<file path="src/rtl/ex_mem_if.sv">
// EX/MEM stage bus: EX-side instruction fields in, registered MEM-side fields,
// architectural flags, forwarding path and debug counters out.
interface ex_mem_if #(
  parameter int N  = 32,
  parameter int R  = 4,
  parameter int CW = 16
);
  // Handshake: EX advances only in a cycle where ex_ready=1 (ex_ready = !stall).
  // ex_valid qualifies the EX fields; mem_valid qualifies the MEM fields, and
  // MEM control bits are always 0 while mem_valid=0.
  logic          ex_valid;
  logic [N-1:0]  ex_result;
  logic          ex_Z;
  logic          ex_C;
  logic [N-1:0]  ex_writeData;
  logic [R-1:0]  ex_rd;
  logic          ex_regWrite;
  logic          ex_memWrite;
  logic          ex_memToReg;
  logic          ex_setFlags;
  logic          stall;
  logic          flush;
  logic          ex_ready;
  logic          mem_valid;
  logic [N-1:0]  mem_result;
  logic [N-1:0]  mem_writeData;
  logic [R-1:0]  mem_rd;
  logic          mem_regWrite;
  logic          mem_memWrite;
  logic          mem_memToReg;
  logic          flagZ;
  logic          flagC;
  logic          fwd_valid;
  logic [R-1:0]  fwd_rd;
  logic [N-1:0]  fwd_data;
  logic [CW-1:0] stall_count;
  logic          kill_pending;

  modport master (
    output ex_valid, ex_result, ex_Z, ex_C, ex_writeData, ex_rd,
           ex_regWrite, ex_memWrite, ex_memToReg, ex_setFlags, stall, flush,
    input  ex_ready, mem_valid, mem_result, mem_writeData, mem_rd,
           mem_regWrite, mem_memWrite, mem_memToReg, flagZ, flagC,
           fwd_valid, fwd_rd, fwd_data, stall_count, kill_pending
  );

  modport slave (
    input  ex_valid, ex_result, ex_Z, ex_C, ex_writeData, ex_rd,
           ex_regWrite, ex_memWrite, ex_memToReg, ex_setFlags, stall, flush,
    output ex_ready, mem_valid, mem_result, mem_writeData, mem_rd,
           mem_regWrite, mem_memWrite, mem_memToReg, flagZ, flagC,
           fwd_valid, fwd_rd, fwd_data, stall_count, kill_pending
  );
endinterface

</file>
<file path="src/rtl/ex_mem_stage.sv">
// EX->MEM pipeline register with stall hold, deferred flush under stall,
// architectural Z/C flags, MEM->EX forwarding and a saturating stall counter.
module ex_mem_stage #(
  parameter int N  = 32,
  parameter int R  = 4,
  parameter int CW = 16
) (
  input logic   clk,
  input logic   rst_n,
  ex_mem_if.slave bus
);
  localparam logic [CW-1:0] CNT_MAX = '1;

  logic          kill_pending;
  logic          kill;
  logic          accept;
  logic          load_valid;
  logic          flag_we;
  logic          mem_valid;
  logic [N-1:0]  mem_result;
  logic [N-1:0]  mem_write_data;
  logic [R-1:0]  mem_rd;
  logic          mem_reg_write;
  logic          mem_mem_write;
  logic          mem_mem_to_reg;
  logic          flag_z;
  logic          flag_c;
  logic [CW-1:0] stall_count;

  // A flush seen while stalled is remembered and applied at the first free cycle.
  assign kill       = bus.flush | kill_pending;
  assign accept     = ~bus.stall & ~kill;
  assign load_valid = accept & bus.ex_valid;
  assign flag_we    = load_valid & bus.ex_setFlags;

  always_ff @(posedge clk or negedge rst_n) begin
    if (!rst_n) begin
      mem_valid      <= 1'b0;
      mem_result     <= '0;
      mem_write_data <= '0;
      mem_rd         <= '0;
      mem_reg_write  <= 1'b0;
      mem_mem_write  <= 1'b0;
      mem_mem_to_reg <= 1'b0;
      kill_pending   <= 1'b0;
    end else if (!bus.stall) begin
      mem_valid      <= load_valid;
      mem_result     <= bus.ex_result;
      mem_write_data <= bus.ex_writeData;
      mem_rd         <= bus.ex_rd;
      mem_reg_write  <= load_valid & bus.ex_regWrite;
      mem_mem_write  <= load_valid & bus.ex_memWrite;
      mem_mem_to_reg <= load_valid & bus.ex_memToReg;
      kill_pending   <= 1'b0;
    end else if (bus.flush) begin
      kill_pending   <= 1'b1;
    end
  end

  always_ff @(posedge clk or negedge rst_n) begin
    if (!rst_n) begin
      flag_z <= 1'b0;
      flag_c <= 1'b0;
    end else if (flag_we) begin
      flag_z <= bus.ex_Z;
      flag_c <= bus.ex_C;
    end
  end

  always_ff @(posedge clk or negedge rst_n) begin
    if (!rst_n) begin
      stall_count <= '0;
    end else if (bus.stall && (stall_count != CNT_MAX)) begin
      stall_count <= stall_count + 1'b1;
    end
  end

  assign bus.ex_ready      = ~bus.stall;
  assign bus.mem_valid     = mem_valid;
  assign bus.mem_result    = mem_result;
  assign bus.mem_writeData = mem_write_data;
  assign bus.mem_rd        = mem_rd;
  assign bus.mem_regWrite  = mem_reg_write;
  assign bus.mem_memWrite  = mem_mem_write;
  assign bus.mem_memToReg  = mem_mem_to_reg;
  assign bus.flagZ         = flag_z;
  assign bus.flagC         = flag_c;
  // Loads are resolved in MEM, so their value is not yet known here.
  assign bus.fwd_valid     = mem_valid & mem_reg_write & ~mem_mem_to_reg & (mem_rd != '0);
  assign bus.fwd_rd        = mem_rd;
  assign bus.fwd_data      = mem_result;
  assign bus.stall_count   = stall_count;
  assign bus.kill_pending  = kill_pending;
endmodule

</file>
<file path="src/flat_wrapper.sv">
// flat-port wrapper written by rule: the top's interface ports become plain ports
module ex_mem_stage_flat 
#(
  parameter int N  = 32,
  parameter int R  = 4,
  parameter int CW = 16
)
  (clk, rst_n, bus_ex_valid, bus_ex_result, bus_ex_Z, bus_ex_C, bus_ex_writeData, bus_ex_rd, bus_ex_regWrite, bus_ex_memWrite, bus_ex_memToReg, bus_ex_setFlags, bus_stall, bus_flush, bus_ex_ready, bus_mem_valid, bus_mem_result, bus_mem_writeData, bus_mem_rd, bus_mem_regWrite, bus_mem_memWrite, bus_mem_memToReg, bus_flagZ, bus_flagC, bus_fwd_valid, bus_fwd_rd, bus_fwd_data, bus_stall_count, bus_kill_pending);
  ex_mem_if #(.N(N), .R(R), .CW(CW)) bus_i ();
  input logic clk;
  input logic rst_n;
  input wire logic [$bits(bus_i.ex_valid)-1:0] bus_ex_valid;
  input wire logic [$bits(bus_i.ex_result)-1:0] bus_ex_result;
  input wire logic [$bits(bus_i.ex_Z)-1:0] bus_ex_Z;
  input wire logic [$bits(bus_i.ex_C)-1:0] bus_ex_C;
  input wire logic [$bits(bus_i.ex_writeData)-1:0] bus_ex_writeData;
  input wire logic [$bits(bus_i.ex_rd)-1:0] bus_ex_rd;
  input wire logic [$bits(bus_i.ex_regWrite)-1:0] bus_ex_regWrite;
  input wire logic [$bits(bus_i.ex_memWrite)-1:0] bus_ex_memWrite;
  input wire logic [$bits(bus_i.ex_memToReg)-1:0] bus_ex_memToReg;
  input wire logic [$bits(bus_i.ex_setFlags)-1:0] bus_ex_setFlags;
  input wire logic [$bits(bus_i.stall)-1:0] bus_stall;
  input wire logic [$bits(bus_i.flush)-1:0] bus_flush;
  output wire logic [$bits(bus_i.ex_ready)-1:0] bus_ex_ready;
  output wire logic [$bits(bus_i.mem_valid)-1:0] bus_mem_valid;
  output wire logic [$bits(bus_i.mem_result)-1:0] bus_mem_result;
  output wire logic [$bits(bus_i.mem_writeData)-1:0] bus_mem_writeData;
  output wire logic [$bits(bus_i.mem_rd)-1:0] bus_mem_rd;
  output wire logic [$bits(bus_i.mem_regWrite)-1:0] bus_mem_regWrite;
  output wire logic [$bits(bus_i.mem_memWrite)-1:0] bus_mem_memWrite;
  output wire logic [$bits(bus_i.mem_memToReg)-1:0] bus_mem_memToReg;
  output wire logic [$bits(bus_i.flagZ)-1:0] bus_flagZ;
  output wire logic [$bits(bus_i.flagC)-1:0] bus_flagC;
  output wire logic [$bits(bus_i.fwd_valid)-1:0] bus_fwd_valid;
  output wire logic [$bits(bus_i.fwd_rd)-1:0] bus_fwd_rd;
  output wire logic [$bits(bus_i.fwd_data)-1:0] bus_fwd_data;
  output wire logic [$bits(bus_i.stall_count)-1:0] bus_stall_count;
  output wire logic [$bits(bus_i.kill_pending)-1:0] bus_kill_pending;
  assign bus_i.ex_valid = bus_ex_valid;
  assign bus_i.ex_result = bus_ex_result;
  assign bus_i.ex_Z = bus_ex_Z;
  assign bus_i.ex_C = bus_ex_C;
  assign bus_i.ex_writeData = bus_ex_writeData;
  assign bus_i.ex_rd = bus_ex_rd;
  assign bus_i.ex_regWrite = bus_ex_regWrite;
  assign bus_i.ex_memWrite = bus_ex_memWrite;
  assign bus_i.ex_memToReg = bus_ex_memToReg;
  assign bus_i.ex_setFlags = bus_ex_setFlags;
  assign bus_i.stall = bus_stall;
  assign bus_i.flush = bus_flush;
  assign bus_ex_ready = bus_i.ex_ready;
  assign bus_mem_valid = bus_i.mem_valid;
  assign bus_mem_result = bus_i.mem_result;
  assign bus_mem_writeData = bus_i.mem_writeData;
  assign bus_mem_rd = bus_i.mem_rd;
  assign bus_mem_regWrite = bus_i.mem_regWrite;
  assign bus_mem_memWrite = bus_i.mem_memWrite;
  assign bus_mem_memToReg = bus_i.mem_memToReg;
  assign bus_flagZ = bus_i.flagZ;
  assign bus_flagC = bus_i.flagC;
  assign bus_fwd_valid = bus_i.fwd_valid;
  assign bus_fwd_rd = bus_i.fwd_rd;
  assign bus_fwd_data = bus_i.fwd_data;
  assign bus_stall_count = bus_i.stall_count;
  assign bus_kill_pending = bus_i.kill_pending;
  ex_mem_stage #(.N(N), .R(R), .CW(CW)) u_core (.clk(clk), .rst_n(rst_n), .bus(bus_i));
endmodule
</file>
<file path="config.mk">
export PLATFORM = sky130hd
export DESIGN_NAME = ex_mem_stage_flat
export DESIGN_NICKNAME = d
export VERILOG_FILES = /design/src/rtl/ex_mem_if.sv /design/src/rtl/ex_mem_stage.sv /design/src/flat_wrapper.sv
export SDC_FILE = /design/constraint.sdc
export NUM_CORES = 1
export LEC_CHECK = 0
export CAP_MARGIN = 30
export CELL_PAD_IN_SITES_DETAIL_PLACEMENT = 0
export CELL_PAD_IN_SITES_GLOBAL_PLACEMENT = 1
export CORE_UTILIZATION = 51
export DETAILED_ROUTE_END_ITERATION = 6
export DONT_BUFFER_PORTS = 1
export PLACE_DENSITY = 0.89
export SLEW_MARGIN = 5
export SYNTH_ARGS = -nofsm -noshare
export SYNTH_HDL_FRONTEND = slang
export SYNTH_SLANG_ARGS = --single-unit
</file>
<file path="constraint.sdc">
create_clock -name clk -period 4.2 [get_ports clk]
set_input_delay 0.84 -clock clk [delete_from_list [all_inputs] [get_ports clk]]
set_output_delay 0.84 -clock clk [all_outputs]
set_load 0.01 [all_outputs]
</file>
* After elaboration in Yosys (flattened, before gate mapping)
Cells that the tools add are included. Widths: inputs -> output; s select.
Word-level totals: register bits 91, word-level logic and storage cells 31, bits of input ports 79, output and inout port bits 129
Operators by class: equality and inequality tests 2, add/subtract/negate cells 1, bitwise logic cells 13, reduce and logical (&&, ||, !) cells 2, mux-type cells 2
Operator list (number):
- $add 16x1->16 const B | 1
- $ne 16x16->1 const B | 1
- $and 1x1->1 | 9
- $reduce_bool 4->1 | 1
- $not 1->1 | 3
- $mux 1 | 2
- $ne 2x1->1 const B | 1
- $logic_and 1x1->1 | 1
- $or 1x1->1 | 1

* Logic depth before layout (Yosys ltp)
depth in word-level cells 5, mapped depth 6, mapped depth without buffers 5

* Worst setup path before layout
Ideal clock, no wire load.
kind input -> register, start input bus_stall, end register u_core.mem_result[10] (netlist: u_core.bus.fwd_data[10]), data required time 4.075 ns, setup time 0.125 ns, slack 2.162 ns, cell stages on the path 4, arrival time 1.913 ns, path buffers 3, cells stage by stage clkbuf_1 clkbuf_1 buf_2 mux2_2
RTL lines:
- start, declared | line flat_wrapper.sv:22 | input wire logic [$bits(bus_i.stall)-1:0] bus_stall;
- end signal, assigned | line ex_mem_stage.sv:48 | mem_result <= bus.ex_result;
- end, declared | line ex_mem_stage.sv:20 | logic [N-1:0] mem_result;
No word-level cell between the ends.

* Worst setup path after layout
start register u_core.mem_rd[3] (netlist: u_core.bus.fwd_rd[3]), end output bus_fwd_valid
Between the ends: word-level cells in the longest chain between the ends 2
RTL lines:
- start, declared | line ex_mem_stage.sv:22 | logic [R-1:0] mem_rd;
- start signal, assigned | line ex_mem_stage.sv:50 | mem_rd <= bus.ex_rd;
- $reduce_bool 4->1 | line ex_mem_stage.sv:89 | assign bus.fwd_valid = mem_valid & mem_reg_write & ~mem_mem_to_reg & (mem_rd != '0);
- $and 1x1->1 | line ex_mem_stage.sv:89
- end, declared | line flat_wrapper.sv:34 | output wire logic [$bits(bus_i.fwd_valid)-1:0] bus_fwd_valid;
Every way passes these cells.

==> flow_metrics.env <==
export IMPL_synth_fp_nets=354
export IMPL_port_buffers=0
export IMPL_synth_area_um2=3820
export IMPL_drv_cap=0
export IMPL_synth_distinct_cells=28
export IMPL_clock_root_buffer="clkbuf_8"
export IMPL_cts_max_path_buffers=2
export IMPL_reg2regPathDepth=4
export IMPL_critPathMaxStageDelay_ps=510
export IMPL_chipWidth_um=88.5
export IMPL_gp_congestion=0.831
export IMPL_synth_edf_count=0
export IMPL_fin_crit_sh_pct=51.3
export IMPL_clk_insertion_delay_late_ps=340
export IMPL_grt_overflow=0
export IMPL_ios=208
export IMPL_synthArstFlopShare_pct=100
export IMPL_rsz0062_at_grt="no"
export IMPL_yosys_warnings=0
export IMPL_grt_first_pass_wirelength_mm=9.55
export IMPL_endpoint_kind="output port"
export IMPL_numCtsBuffers=9
export IMPL_wl_per_cell_um=19.3
export IMPL_cts_setup_buffers=0
export IMPL_post_route_util_pct=52.4
export IMPL_drtIter0Drc=30
export IMPL_vias=1945
export IMPL_netlist_top_cells_area="dfrtp_1 (60%), mux2_2 (21%), buf_4 (7.1%), xnor2_1 (2.3%), nand4_1 (1.1%)"
export IMPL_status="complete, no violations"
export IMPL_antenna_found_initial=0
export IMPL_finClkSkew_ps=9.44
export IMPL_worstReg2RegEnd="u_core.bus.stall_count[1]"
export IMPL_rrSetupSlack_ps=2220
export IMPL_antennaDiodeCount=0
export IMPL_worstMarginPinSlew_ps=556
export IMPL_cts_max_level=3
export IMPL_critPathKind="flop to output port"
export IMPL_cp_top_family="flip-flops"
export IMPL_finalSetupViolCount=0
export IMPL_cpMaxStageDelayCell="dfrtp_1"
export IMPL_max_slew_margin_rel_pct=62.6
export IMPL_dieArea_um2=7830
export IMPL_hold_buffers=0
export IMPL_synthMostInstantiatedCell="dfrtp_1"
export IMPL_yosys_area_top_type_share_pct=59.7
export IMPL_cp_required_ps=3360
export IMPL_grt_max_degree=92
export IMPL_gr_usage_all_layers_pct=16.3
export IMPL_syn_inst=274
export IMPL_path_clk_slew_ps=90
export IMPL_dp_cells=327
export IMPL_cp_num_buf_inv=0
export IMPL_reg2reg_from="u_core.bus.stall_count[3]"
export IMPL_wirelength_mm=6.61
export IMPL_area_delta_synth_final_pct=-0.524
export IMPL_synth_top_cell_by_area="dfrtp_1"
export IMPL_leakage_nw=1.61
export IMPL_ctsResizeCount=0
export IMPL_timing_setup_tns_ps=0
export IMPL_ys_ff_latch=91
export IMPL_die_h_um=88.5
export IMPL_drc=0
export IMPL_dpl_hpwl_mm=4.69
export IMPL_hp_class="input port to async pin"
export IMPL_start_kind="flop"
export IMPL_drive_gt1_share_pct=35.2
export IMPL_hold_violations=0
export IMPL_cp_max_fo=4
export IMPL_first_global_vias=1995
export IMPL_cts_sinks=91
export IMPL_fin_cells=343
export IMPL_vias_per_cell=5.67
export IMPL_dr_pass1_iters=4
export IMPL_start_util_pct=52.6
export IMPL_min_period_ps=2160
export IMPL_fmax_mhz=464
export IMPL_postRouteAntennaNets=0
export IMPL_p_per_area_nw_per_um2=480
export IMPL_synth_ff_type="dfrtp_1"
export IMPL_crit_arrival_ps=1320
export IMPL_final_nets=319
export IMPL_layout_setup_ws_ps=2040
export IMPL_rows=31
export IMPL_synth_commonest_cells="dfrtp_1 (91), mux2_2 (70), buf_4 (36)"
export IMPL_fillers=638
export IMPL_cts_tree="yes"
export IMPL_finalMaxSlewViolations=0
export IMPL_ir_drop_mv=0.254
export IMPL_avgSynthCellArea_um2=13.9
export IMPL_path_cells="nor4_1 > nor3_1"
export IMPL_fp_coreArea_um2=7250
export IMPL_dp_slack_ps=2240
export IMPL_ys_seq_area_share_pct=59.7
==> layout make-up <==
class                      count  area [µm²]  area share (%)
clock buffer                  11         131            3.46
clock inverter                 5        40.0            1.05
tap                           99         124            3.26
sequential                    91        2280            60.0
multi-input combinational    136        1220            32.2
inverter                       1        3.75          0.0988
==> flip-flops by register name (all words and copies together), names as in the netlist, 4 cells and up <==
register / cells
u_core.bus.fwd_rd: 4
u_core.bus.fwd_data: 32
u_core.bus.stall_count: 16
u_core.bus.mem_writeData: 32
==> per-layer routing <==
metal,vias to the layer above,routed length [µm],track usage [%]
li1,842,-,-
met1,988,2490,17.7
met2,101,3490,28.0
met3,14,523,5.97
met4,0,111,8.21
met5,-,0,0
==> worst max path at each step <==
stage | from | to | slack (ps) | depth (start not counted)
finish | u_core.bus.fwd_rd[3] | bus_fwd_valid | 2040 | 2
floorplan | bus_stall | u_core.bus.fwd_data[10] | 2160 | 4
detailed placement | u_core.bus.stall_count[3] | u_core.bus.stall_count[1] | 2240 | 4
global route | u_core.bus.fwd_rd[3] | bus_fwd_valid | 1880 | 2
global placement | u_core.bus.stall_count[3] | u_core.bus.stall_count[1] | 2250 | 4
CTS | u_core.bus.fwd_rd[3] | bus_fwd_valid | 2000 | 2
==> worst reg2reg max path, delay by kind of cell (launching register included) <==
kind          cells  cell delay (ps)
flops             1              500
mux               1              310
simple gates      3             1050
==> power by group <==
part | total, mW | internal (mW) | switching (mW)
clock network | 0.506 | 0.217 | 0.288
logic | 0.150 | 0.0993 | 0.0503
registers | 1.17 | 0.980 | 0.186
total | 1.82 | 1.30 | 0.525
==> cell usage in the layout (no fill, tap or decap), types with 4 or more instances in the layout <==
| cell | synthesis | routed |
|---|---|---|
| nand2_1 | 8 | 8 |
| dfrtp_1 | 91 | 91 |
| nor2_1 | 6 | 6 |
| xnor2_1 | 10 | 10 |
| nand3_1 | 7 | 7 |
| clkbuf_8 | 0 | 9 |
| nand4_1 | 7 | 7 |
| mux2_2 | 70 | 70 |
| xor2_1 | 4 | 4 |
| nor4_1 | 5 | 5 |
==> through the flow <==
step	power (mW)	hold WS (ps)	area [µm²]
after floorplan	1.34	524	3820
after global placement	1.32	546	3630
after detailed placement	1.34	545	3630
after CTS	1.85	158	3800
after global routing	1.93	143	3800
final	1.82	182	3800
==> cell families (layout without fill, tap and decap cells) <==
family / after synthesis / in the layout / synth area share (%)
and+or+nand+nor: 45 / 45 / 6.42
AOI/OAI and AO/OA: 5 / 5 / 1.08
xor gates and xnor gates: 14 / 14 / 3.21
buffers and inverters: 47 / 17 / 8.36
adders and majority gates: 1 / 1 / 0.328
muxes: 71 / 71 / 20.9
DFF: 91 / 91 / 59.7
Note: power is estimated with default switching activity, not from simulation.
==> patch: new RTL, same settings <==
`R` is set to 4 in 3 places; all go to 8.
--- a/src/rtl/ex_mem_if.sv
+++ b/src/rtl/ex_mem_if.sv
@@ -4,3 +4,3 @@
   parameter int N  = 32,
-  parameter int R  = 4,
+  parameter int R  = 8,
   parameter int CW = 16
--- a/src/rtl/ex_mem_stage.sv
+++ b/src/rtl/ex_mem_stage.sv
@@ -4,3 +4,3 @@
   parameter int N  = 32,
-  parameter int R  = 4,
+  parameter int R  = 8,
   parameter int CW = 16
--- a/src/flat_wrapper.sv
+++ b/src/flat_wrapper.sv
@@ -4,3 +4,3 @@
   parameter int N  = 32,
-  parameter int R  = 4,
+  parameter int R  = 8,
   parameter int CW = 16
Ports: changed (resized bus_ex_rd, bus_fwd_rd and bus_mem_rd); port bits go from 208 to 220. No check against the original RTL was run, so the function may have changed too.
==> patch against the original RTL <==
Cell area rose by 6.1%; setup slack got worse by 0.12 ns; sequential share of layout area fell by 0.96 points; final cell count rose by 2.6%; power is 15% higher; via count up 5.8%; sequential cell count grew 4; wire length up 12%; area after synthesis increased by 4.7%; critical path type unchanged.
==> patch: results (changes against the original RTL) <==
sequential element share of the synthesized area=0.595 (was 0.597); WL met2=3790 um (was 3490 um); first-pass GRT wire length=11500 um (was 9550 um); Met3 Wirelength=750 um (was 523 um); vias post-DR=2058 (was 1945); vias in the first global route=2241 (was 1995); Worst-Skew Late Latency=0.34 ns (about the same); grt met3 use=0.0631 (was 0.0597); port bufs=0 (unchanged); GR Util met1=0.203 (was 0.177); Final nets=332 (was 319); max-cap violations=0 (unchanged); Tot GR Track Use=0.180 (was 0.163); drt initial violations=85 (was 30); GP Congestion=0.845 (was 0.831); RR Startpoint=u_core.bus.stall_count[3] (unchanged); post-CTS sizing=0 (unchanged); crit path launch=u_core.bus.fwd_rd[1] (was u_core.bus.fwd_rd[3]); clk slew on worst S/H paths=0.10 ns; Setup Fix Bufs, Post-CTS=0 (unchanged); Fillers=647 (was 638); most frequent cell after synthesis=dfrtp_1 (unchanged); M1 WL=2720 um (was 2490 um); P_leak=1.72 nW (was 1.61 nW); Clock Tree Root=clkbuf_8 (unchanged); HPWL after DPL=5220 um (was 4690 um); first-pass detailed-route iteration total=4 (unchanged); clock buffer depth=2 (unchanged); final wirelength=7370 um (was 6610 um); initial antenna violation count=0 (unchanged); Worst VDD drop=0.285 mV (was 0.254 mV); Top Metal Used=met4 (unchanged); Min-Delay Path Class=input pin to asynchronous set/reset pin (unchanged); Critical Path AT=1.44 ns (was 1.32 ns); commonest cells in the synthesized netlist=dfrtp_1 (95), mux2_2 (74), buf_4 (40) (was dfrtp_1 (91), mux2_2 (70), buf_4 (36)); reg2reg end=u_core.bus.stall_count[1] (unchanged); Post-synth ARST share=1.00 (unchanged); worst-path maximum fanout=4 (unchanged); Synth Warn #=0 (unchanged); TritonCTS Buffers=9 (unchanged); R2R Setup Slk=2.20 ns (was 2.22 ns); ant diodes=0 (unchanged); library cells used by synthesis=28 (unchanged); met2 usage=0.317 (was 0.280); share of layout cells above drive strength 1=0.364 (was 0.352); Worst slew margin=0.572 (was 0.626); status=completed (unchanged); top cells by area, synth=dfrtp_1 (59%), mux2_2 (21%), buf_4 (7.5%) (was dfrtp_1 (60%), mux2_2 (21%), buf_4 (7.1%)); crit path to=bus_fwd_valid (unchanged); Post-Synthesis Net Count=371 (was 354); largest net degree at the start of global routing=96 (was 92); worst-case reg-to-reg path depth=4 (unchanged); Fin Clk Skew=0.0108 ns (was 0.00944 ns); CTS H-tree lvls=3 (unchanged)
-- patch: cell types whose count changed after synthesis, sizes merged --
cell / unedited run / this run
clkbuf: 2 / 0
mux2: 71 / 75
nor3: 3 / 2
a211oi: 0 / 1
nor4: 5 / 6
buf: 44 / 50
dfrtp: 91 / 95
-- patch: worst max-delay path, cell delays in order (launching register included) --
cell,delay [ns]
dfrtp_1,0.48
nor4_1,0.41
a211oi_1,0.21
-- patch: area by class of cell --
cell class	count	share of cell area
Tap cell	99	0.0307
Sequential cell	95	0.590
Clock buffer	9	0.0307
Multi-Input combinational cell	141	0.316
Inverter	1	0.000932
Clock inverter	7	0.0311
-- patch: logic make-up (layout without fill, tap and decap cells) --
family,after synthesis,count (layout),synth area share
DFF,95,95,0.595
muxes,75,75,0.211
buffers and inverters,51,17,0.0864
and+or+nand+nor,45,45,0.0617
xor gates and xnor gates,14,14,0.0307
AOI/OAI and AO/OA,6,6,0.0122
adders and majority gates,1,1,0.00313
-- patch: power by group --
group / switching, mW / total (mW) / internal [mW]
logic: 0.0529 / 0.156 / 0.103
registers: 0.193 / 1.22 / 1.02
clock network: 0.321 / 0.725 / 0.404
total: 0.567 / 2.10 / 1.53
-- patch: through the flow --
step / cells / area, sq um / worst slack, ns / hold slack, ns / utilization
floorplan: 287 / 4000 / 2.19 / 0.524 / -
global placement: 336 / 3780 / 2.27 / 0.547 / 0.510
detailed placement: 336 / 3780 / 2.19 / 0.546 / 0.510
CTS: 352 / 4030 / 1.89 / 0.159 / 0.544
global route: 352 / 4030 / 1.85 / 0.156 / 0.544
finish: 352 / 4030 / 1.92 / 0.171 / 0.544
